==> src/rtl/anita3_evw_pkg.sv <==
// Shared constants, record word map and FSM state type for the ANITA-3 event writer.
package anita3_evw_pkg;

    localparam int NUM_BUFFERS     = 2;
    localparam int WORDS_PER_EVENT = 64;
    localparam int HDR_WORDS       = 6;

    localparam logic [15:0] EVT_MAGIC     = 16'hA3E7;
    localparam logic [5:0]  PAYLOAD_FIRST = 6'(HDR_WORDS);
    localparam logic [5:0]  PAYLOAD_LAST  = 6'(WORDS_PER_EVENT - 3);
    localparam logic [5:0]  LEN_WORD      = 6'(WORDS_PER_EVENT - 2);
    localparam logic [5:0]  TRAILER_WORD  = 6'(WORDS_PER_EVENT - 1);
    localparam logic [1:0]  BUF_LIMIT     = 2'(NUM_BUFFERS);

    typedef enum logic [2:0] {
        IDLE,
        HEADER,
        PAYLOAD,
        DISCARD,
        PAD,
        DONE,
        DROP
    } evw_state_t;

    function automatic logic [7:0] sat_inc8(input logic [7:0] v);
        return (v == 8'hFF) ? v : v + 8'd1;
    endfunction

endpackage

==> src/rtl/anita3_evbuf_tracker.sv <==
// Buffer occupancy tracker: write pointer, full count, and done/clear arbitration.
module anita3_evbuf_tracker
    import anita3_evw_pkg::*;
(
    input  logic       clk33_i,
    input  logic       rst_n_i,
    input  logic       done_i,
    input  logic       clear_i,
    output logic [1:0] wr_ptr_o,
    output logic [1:0] full_count_o
);

    logic [1:0] ptr_reg, ptr_next;
    logic [1:0] full_reg, full_next;

    always_comb begin
        ptr_next  = ptr_reg;
        full_next = full_reg;
        if (done_i) begin
            ptr_next = (ptr_reg == BUF_LIMIT - 2'd1) ? 2'd0 : ptr_reg + 2'd1;
        end
        // A clear landing on the done cycle cancels the increment.
        if (done_i && !clear_i) begin
            full_next = full_reg + 2'd1;
        end else if (!done_i && clear_i && full_reg != 2'd0) begin
            full_next = full_reg - 2'd1;
        end
    end

    always_ff @(posedge clk33_i) begin
        if (!rst_n_i) begin
            ptr_reg  <= 2'd0;
            full_reg <= 2'd0;
        end else begin
            ptr_reg  <= ptr_next;
            full_reg <= full_next;
        end
    end

    assign wr_ptr_o     = ptr_reg;
    assign full_count_o = full_reg;

endmodule

==> src/rtl/anita3_event_writer.sv <==
// Formats one event into a 64-word record and writes it into the next free buffer.
// Optional EVENT_WRITER_CHECKSUM_EN: trailer word carries the 16-bit sum of words 0..62.
module anita3_event_writer
    import anita3_evw_pkg::*;
(
    input  logic        clk33_i,
    input  logic        rst_n_i,
    input  logic        evt_valid_i,
    output logic        evt_ready_o,
    input  logic [31:0] evt_number_i,
    input  logic [31:0] evt_time_i,
    input  logic [15:0] evt_pattern_i,
    input  logic [15:0] pay_dat_i,
    input  logic        pay_valid_i,
    input  logic        pay_last_i,
    output logic        pay_ready_o,
    input  logic        clear_evt_i,
    output logic [7:0]  event_wr_addr_o,
    output logic [15:0] event_wr_dat_o,
    output logic        event_wr_o,
    output logic        event_done_o,
    output logic [1:0]  full_count_o,
    output logic [15:0] dropped_count_o,
    output logic        busy_o
);

    evw_state_t  state_reg, state_next;
    logic [5:0]  idx_reg, idx_next;
    logic [7:0]  count_reg, count_next;
    logic        trunc_reg, trunc_next;
    logic [1:0]  bufid_reg, bufid_next;
    logic [31:0] num_reg, time_reg;
    logic [15:0] pat_reg;

    logic        evt_ready_reg, pay_ready_reg, wr_reg, done_reg, busy_reg;
    logic [7:0]  addr_reg;
    logic [15:0] dat_reg, dropped_reg;

    logic        wr_next, done_next, latch_desc, drop_evt, pay_accept;
    logic [5:0]  word_next;
    logic [15:0] dat_next, hdr_word, trailer_word;
    logic [1:0]  wr_ptr, full_count;

    anita3_evbuf_tracker u_tracker (
        .clk33_i      (clk33_i),
        .rst_n_i      (rst_n_i),
        .done_i       (done_reg),
        .clear_i      (clear_evt_i),
        .wr_ptr_o     (wr_ptr),
        .full_count_o (full_count)
    );

    assign pay_accept = pay_valid_i && pay_ready_reg;

    always_comb begin
        hdr_word = 16'h0000;
        case (idx_reg)
            6'd1:    hdr_word = num_reg[31:16];
            6'd2:    hdr_word = num_reg[15:0];
            6'd3:    hdr_word = time_reg[31:16];
            6'd4:    hdr_word = time_reg[15:0];
            6'd5:    hdr_word = pat_reg;
            default: hdr_word = 16'h0000;
        endcase
    end

    always_comb begin
        state_next = state_reg;
        idx_next   = idx_reg;
        count_next = count_reg;
        trunc_next = trunc_reg;
        bufid_next = bufid_reg;
        wr_next    = 1'b0;
        done_next  = 1'b0;
        word_next  = 6'd0;
        dat_next   = 16'h0000;
        latch_desc = 1'b0;
        drop_evt   = 1'b0;
        case (state_reg)
            IDLE: begin
                if (evt_valid_i && evt_ready_reg) begin
                    latch_desc = 1'b1;
                    if (full_count < BUF_LIMIT) begin
                        // Word 0 is constant, so it goes out on the accept edge itself.
                        state_next = HEADER;
                        bufid_next = wr_ptr;
                        wr_next    = 1'b1;
                        dat_next   = EVT_MAGIC;
                        idx_next   = 6'd1;
                        count_next = 8'd0;
                        trunc_next = 1'b0;
                    end else begin
                        state_next = DROP;
                    end
                end
            end
            HEADER: begin
                wr_next   = 1'b1;
                word_next = idx_reg;
                dat_next  = hdr_word;
                idx_next  = idx_reg + 6'd1;
                if (idx_reg == PAYLOAD_FIRST - 6'd1) state_next = PAYLOAD;
            end
            PAYLOAD: begin
                if (pay_accept) begin
                    wr_next    = 1'b1;
                    word_next  = idx_reg;
                    dat_next   = pay_dat_i;
                    idx_next   = idx_reg + 6'd1;
                    count_next = sat_inc8(count_reg);
                    if (pay_last_i) begin
                        state_next = PAD;
                    end else if (idx_reg == PAYLOAD_LAST) begin
                        trunc_next = 1'b1;
                        state_next = DISCARD;
                    end
                end
            end
            DISCARD: begin
                if (pay_accept) begin
                    count_next = sat_inc8(count_reg);
                    if (pay_last_i) state_next = PAD;
                end
            end
            PAD: begin
                wr_next   = 1'b1;
                word_next = idx_reg;
                idx_next  = idx_reg + 6'd1;
                if (idx_reg == LEN_WORD) begin
                    dat_next = {trunc_reg, 7'b0, count_reg};
                end else if (idx_reg == TRAILER_WORD) begin
                    dat_next   = trailer_word;
                    state_next = DONE;
                end
            end
            DONE: begin
                done_next  = 1'b1;
                word_next  = TRAILER_WORD;
                state_next = IDLE;
            end
            DROP: begin
                if (pay_accept && pay_last_i) begin
                    drop_evt   = 1'b1;
                    state_next = IDLE;
                end
            end
            default: state_next = IDLE;
        endcase
    end

`ifdef EVENT_WRITER_CHECKSUM_EN
    logic [15:0] csum_reg;

    // Running sum tracks the write stream, so it is complete when word 63 is formed.
    always_ff @(posedge clk33_i) begin
        if (!rst_n_i) begin
            csum_reg <= 16'h0000;
        end else if (wr_next) begin
            csum_reg <= (word_next == 6'd0) ? dat_next : csum_reg + dat_next;
        end
    end

    assign trailer_word = csum_reg;
`else
    assign trailer_word = 16'h0000;
`endif

    always_ff @(posedge clk33_i) begin
        if (!rst_n_i) begin
            state_reg     <= IDLE;
            idx_reg       <= 6'd0;
            count_reg     <= 8'd0;
            trunc_reg     <= 1'b0;
            bufid_reg     <= 2'd0;
            num_reg       <= 32'd0;
            time_reg      <= 32'd0;
            pat_reg       <= 16'd0;
            evt_ready_reg <= 1'b0;
            pay_ready_reg <= 1'b0;
            wr_reg        <= 1'b0;
            done_reg      <= 1'b0;
            busy_reg      <= 1'b0;
            addr_reg      <= 8'd0;
            dat_reg       <= 16'd0;
            dropped_reg   <= 16'd0;
        end else begin
            state_reg <= state_next;
            idx_reg   <= idx_next;
            count_reg <= count_next;
            trunc_reg <= trunc_next;
            bufid_reg <= bufid_next;
            if (latch_desc) begin
                num_reg  <= evt_number_i;
                time_reg <= evt_time_i;
                pat_reg  <= evt_pattern_i;
            end
            // Ready stays low through the done cycle so the tracker settles before the next accept.
            evt_ready_reg <= (state_next == IDLE) && (state_reg != DONE);
            pay_ready_reg <= state_next inside {PAYLOAD, DISCARD, DROP};
            busy_reg      <= state_next != IDLE;
            wr_reg        <= wr_next;
            done_reg      <= done_next;
            addr_reg      <= (wr_next || done_next) ? {bufid_next, word_next} : 8'd0;
            dat_reg       <= dat_next;
            if (drop_evt && dropped_reg != 16'hFFFF) dropped_reg <= dropped_reg + 16'd1;
        end
    end

    assign evt_ready_o     = evt_ready_reg;
    assign pay_ready_o     = pay_ready_reg;
    assign event_wr_o      = wr_reg;
    assign event_wr_addr_o = addr_reg;
    assign event_wr_dat_o  = dat_reg;
    assign event_done_o    = done_reg;
    assign busy_o          = busy_reg;
    assign full_count_o    = full_count;
    assign dropped_count_o = dropped_reg;

endmodule

==> config.mk <==
export PLATFORM = sky130hd
export DESIGN_NAME = anita3_event_writer
export DESIGN_NICKNAME = d
export VERILOG_FILES = /design/src/rtl/anita3_evw_pkg.sv /design/src/rtl/anita3_evbuf_tracker.sv /design/src/rtl/anita3_event_writer.sv
export SDC_FILE = /design/constraint.sdc
export NUM_CORES = 1
export LEC_CHECK = 0
export ABC_AREA = 1
export CAP_MARGIN = 10
export CORE_ASPECT_RATIO = 0.75
export CORE_MARGIN = 5
export CORE_UTILIZATION = 50
export CTS_CLUSTER_DIAMETER = 120
export DETAILED_ROUTE_END_ITERATION = 8
export PLACE_DENSITY = 0.79
export SLEW_MARGIN = 25
export SYNTH_ARGS = -nofsm -noshare
export SYNTH_HDL_FRONTEND = slang
export SYNTH_SLANG_ARGS = --single-unit
==> constraint.sdc <==
create_clock -name clk33_i -period 2.7 [get_ports clk33_i]
set_clock_uncertainty 0.1 [all_clocks]
set_input_delay 0.81 -clock clk33_i [delete_from_list [all_inputs] [get_ports clk33_i]]
set_output_delay 0.81 -clock clk33_i [all_outputs]
set_load 0.1 [all_outputs]
# Word level (Yosys, flattened, before mapping)
# Cells that the tools add are included.
# totals
reg_bits,149
wordCells,129
inputBits,102
# op_classes
addsub,6
mux,50
order_cmp,1
n_reduce_logical,26
n_eq_ne,28
# ops
op,count
$pmux W16 S5,1
$mux W16,4
$pmux W16 S4,1
$pmux W6 S3,2
$mux W3,11
$mux W8,4
$mux W6,4
$eq A6 B6 Y1 const B,3
$pmux W3 S6,1
$add A16 B1 Y16 const B,1
$ne A16 B16 Y1 const B,1
$pmux W8 S2,1
$mux W1,13
$eq A3 B2 Y1 const B,4
$eq A3 B3 Y1 const B,4
$eq A6 B2 Y1 const B,2
$eq A6 B3 Y1 const B,2
$mux W2,6
$ne A2 B2 Y1 const B,6
$reduce_bool A3 Y1,3
$add A8 B1 Y8 const B,1
$eq A8 B8 Y1 const B,1
$logic_and A1 B1 Y1,8
$reduce_bool A2 Y1,4
other kinds (19),23

# Logic depth before layout (Yosys ltp)
# logic_depth
word_depth,7
ltp_mapped,11
depth_no_buf,11

# Hierarchy
# Synthesis repeated with hierarchy kept, for this count alone.
# unflattened
hier_cells,997
hier_area_um2,6876.6
# by_module_without_submodules
module,area_per_inst_um2,instances,cells_each
anita3_event_writer,6696.4,1,969
anita3_evbuf_tracker,180.2,1,28

# Least setup slack after synthesis
# OpenSTA, ideal clock, no wires.
# synth_path
path_type,reg2reg
from,reg dropped_reg[1] (netlist: dropped_count_o[1])
to,reg dropped_reg[12] (netlist: dropped_count_o[12])
stages_incl_launch_ff,10
synth_period_minus_slack_ns,2.512
slack_ns,0.188
path_buffers,1
arrival_time_ns,2.293
setup_ns,0.119
path_cell_list,dfxtp_1 > ha_1 > nand2_1 > nor2_2 > nand2_1 > o21ai_2 > inv_2 > buf_4 > a21oi_1 > nor2_1
# synth_via
elab_chain_len,2
elab_cells_between_ends,3
cone_classes,add/sub: 1; eq/ne: 1; reduce/logical: 1
# synth_rtl
element,line_no,rtl
start: declaration,anita3_event_writer.sv:37,"logic [15:0] dat_reg, dropped_reg;"
start signal: assignment,anita3_event_writer.sv:205,if (drop_evt && dropped_reg != 16'hFFFF) dropped_reg <= dropped_reg + 16'd1;
branches (longest 2 deep; another with $add A16 B1 Y16),n/a,
# Several ways; the timed one is not identified.
# A chain may end at the register's enable or synchronous reset.

# Worst setup path in the final report
# layout_path
from,reg idx_reg[5]
to,reg dat_reg[1] (netlist: event_wr_dat_o[1])
# layout_via
elab_chain_len,3
elab_cells_between_ends,9
cone_classes,eq/ne: 6; mux: 3
# layout_rtl
element,line_no,rtl
start: declaration,anita3_event_writer.sv:28,"logic [5:0] idx_reg, idx_next;"
start signal: assignment,anita3_event_writer.sv:188,idx_reg <= idx_next;
$eq A6 B3 Y1 (tied with other cells),anita3_event_writer.sv:57,case (idx_reg)
$pmux W16 S5 or $mux W16 (tied branches),"anita3_event_writer.sv:57, anita3_event_writer.sv:129",
$pmux W16 S4 *,anita3_event_writer.sv:79,case (state_reg)
end signal: assignment,anita3_event_writer.sv:204,dat_reg <= dat_next;
end: declaration,anita3_event_writer.sv:37,
# Every way passes the cells marked *; elsewhere a longest branch is shown, timed or not.

==> results.toml <==
[power_and_ir_drop]
power.density_nw_per_um2 = 610.8
p_int_mw = 4.051
leakage_nw = 3.836
power_frac_clock_pct = 44.0
power.switching_mw = 1.463
seqPwrFrac_pct = 43.4
combPwrFrac_pct = 12.6
switching_share_pct = 26.54
peakVddDrop_v = 0.0004354

[floorplanning]
die_w_um = 145.7
ios = 149
die_h_um = 111.8
start_util_pct = 50.73
coreArea_um2 = 13610
num_rows = 37
dieArea_um2 = 16280

[critical_path]
crit_chain = "nor2_4 > nand3_1 > o21ai_0 > o21bai_1 > a21oi_1"
r2r_setup_slack_ns = 0.48
critPathMaxFanout = 29
worst-path-buf-inv = 0
crit_family = "compound AO/OA/AOI/OAI gates"
slowest_stage = "o21ai_0"
reg2reg_depth = 5
cp_data_required_time_ns = 2.94
rr_startpoint = "idx_reg[5]"
critPathKind = "reg2reg"
startpoint = "idx_reg[5]"
crit_path_end_kind = "register"
path_depth = 5
slowest_delay_ns = 0.53
crit_arrival_ns = 2.46
r2r-end = "event_wr_dat_o[1]"
setup.worst_path.start_class = "register"

[flow_run]
cap_violations = 0

[global_route]
grt.total_usage_pct = 25.51
antenna_found_initial = 0
grt_pass1_wl_um = 34270
grt-ovfl-total = 0
grt_max_degree = 87
grt_pass1_vias = 6699

[cts]
cts_sinks = 149
clock_path_buffers = 2
cts_root_buf = "clkbuf_16"
cts.clk_slew.worst_paths_ns = 0.06
cts_buffers = 17
htreeDepth = 4
cts_tree = "yes"
clock_latency_ns = 0.42
cts_hold_buf = 0
postCtsSetupRepairBufs = 0
postCtsResizedCells = 0

[drt]
vias_per_cell = 5.485
wl_um = 21030
first_iter_violations = 833
drtAntennaViolNets = 0
first_pass_iters = 5
routedWlPerCell_um = 16.20
num_vias = 7120
drc_errors = 0

[sta]
timing.hold.ws_ns = 0.3379
rsz0062_at_grt = "false"
worstMarginPinSlew_ns = 0.6174
fmax_ghz = 0.4510
hold_viol_final = 0
min_period_over_period_pct = 82.12
setup-tns-final_ns = 0
slew_violations = 0
fin_crit_ns = 2.217
slew_headroom_pct = 58.74
finalSetupViolCount = 0

[placed_design]
port_buffers = 148
hpwl_um = 14750
gp_congestion = 0.9208
placedInstanceArea_um2 = 8421

[final_layout]
mostFrequentLayoutCells = "nor2_1 (219), dfxtp_1 (149), nand2_1 (125)"
finalNetCount = 1218
drive_above_1_share_pct = 11.58
layout_commonest_cell = "nor2_1"
diodes = 0
postLayoutCoreUtil_pct = 66.33
syn_to_final_growth_pct = 30.75
design_area_um2 = 9027
nFillCells = 1202

[synthesis]
synthDistinctLibCells = 37
synth-edff-count = 0
synthFlopType = "dfxtp_1"
ys_seq_elements = 149
ys_seq_area_share_pct = 43.20
syn_nets = 1091
yosys_warnings = 0
syn_area_per_cell_um2 = 7.024
syn-cell-area_um2 = 6904
synthCells = 983
async_flop_share_pct = 0

[min_path]
min_to = "u_tracker.wr_ptr_o[1]"
min_from = "u_tracker.wr_ptr_o[1]"
hold_path_class = "reg2reg"
hold_depth = 2

[run_status]
status = "finished clean"
==> metrics by stage <==
| stage | total power, mW | worst slack [ns] | std cells |
|---|---|---|---|
| 2_1_floorplan | 2.827 | 0.1879 | 983 |
| 3_3_place_gp | 3.114 | 0.2159 | 1266 |
| 3_5_place_dp | 3.120 | 0.1146 | 1266 |
| 4_1_cts | 5.519 | 0.5096 | 1298 |
| 5_1_grt | 5.713 | 0.2984 | 1298 |
| 6_report | 5.514 | 0.4829 | 1298 |
==> cells in the mapped netlist, types with 3 or more instances <==
cell type	instances	area (um2)
nor2_1	220	825.8
dfxtp_1	149	2983
nand2_1	125	469.2
o21ai_0	98	490.5
nand4_1	71	444.2
a21oi_1	66	330.3
inv_1	62	232.7
nand3_1	47	235.2
clkbuf_1	37	138.9
buf_2	17	85.08
o21bai_1	16	120.1
o21ai_1	10	50.05
inv_2	8	30.03
nor2_2	8	50.05
ha_1	6	75.07
nor3_1	6	30.03
xor2_1	6	52.55
buf_1	3	11.26
nor2_4	3	33.78
==> kinds of logic (layout without fill, tap and decap cells) <==
family / after synthesis / in the layout / synth area share [%]
AO/OA/AOI/OAI: 196 / 196 / 15.17
XOR/XNOR: 8 / 8 / 1.015
adder cells (fa/ha/maj): 6 / 6 / 1.087
buffers and inverters: 131 / 271 / 7.647
flip-flops: 149 / 149 / 43.20
AND/OR/NAND/NOR: 493 / 493 / 31.88
==> layer usage <==
metal | part of all wire [%] | up-vias | track usage [%]
met3 | 9.2 | 26 | 5.899
met2 | 43 | 329 | 36.75
met5 | 0 | - | 0
li1 | - | 3517 | -
met1 | 47 | 3248 | 38.31
met4 | 1.2 | 0 | 6.526
==> power by group through the flow <==
stage	registers [mW]	clock network, mW	logic [mW]
finish	2.40	2.42	0.694
global route	2.41	2.55	0.757
CTS	2.39	2.44	0.689
detailed placement	2.44	0	0.682
global placement	2.44	0	0.677
floorplan	2.51	0	0.313
==> worst max-delay path by stage <==
| stage | to |
|---|---|
| after global routing | dropped_count_o[10] |
| final | event_wr_dat_o[1] |
| after floorplan | dropped_count_o[12] |
| after detailed placement | dropped_count_o[10] |
| after global placement | dropped_count_o[15] |
| after CTS | dropped_count_o[2] |
==> tightest hold or removal path, cell delays in order, from the launching register on <==
cell and delay, ns:
dfxtp_1 0.30, inv_1 0.06, nor2_1 0.04
==> layout make-up <==
class                   instances  area, um2  area share [%]
multi-input cells             703       3406           37.73
flip-flops and latches        149       2983           33.04
repair buffers                168       1546           17.13
clock buffers                  20      466.7           5.170
inverters                      71      266.5           2.952
well taps                     175      219.0           2.426
clock inverters                12      140.1           1.552
(Power assumes the default switching activity.)
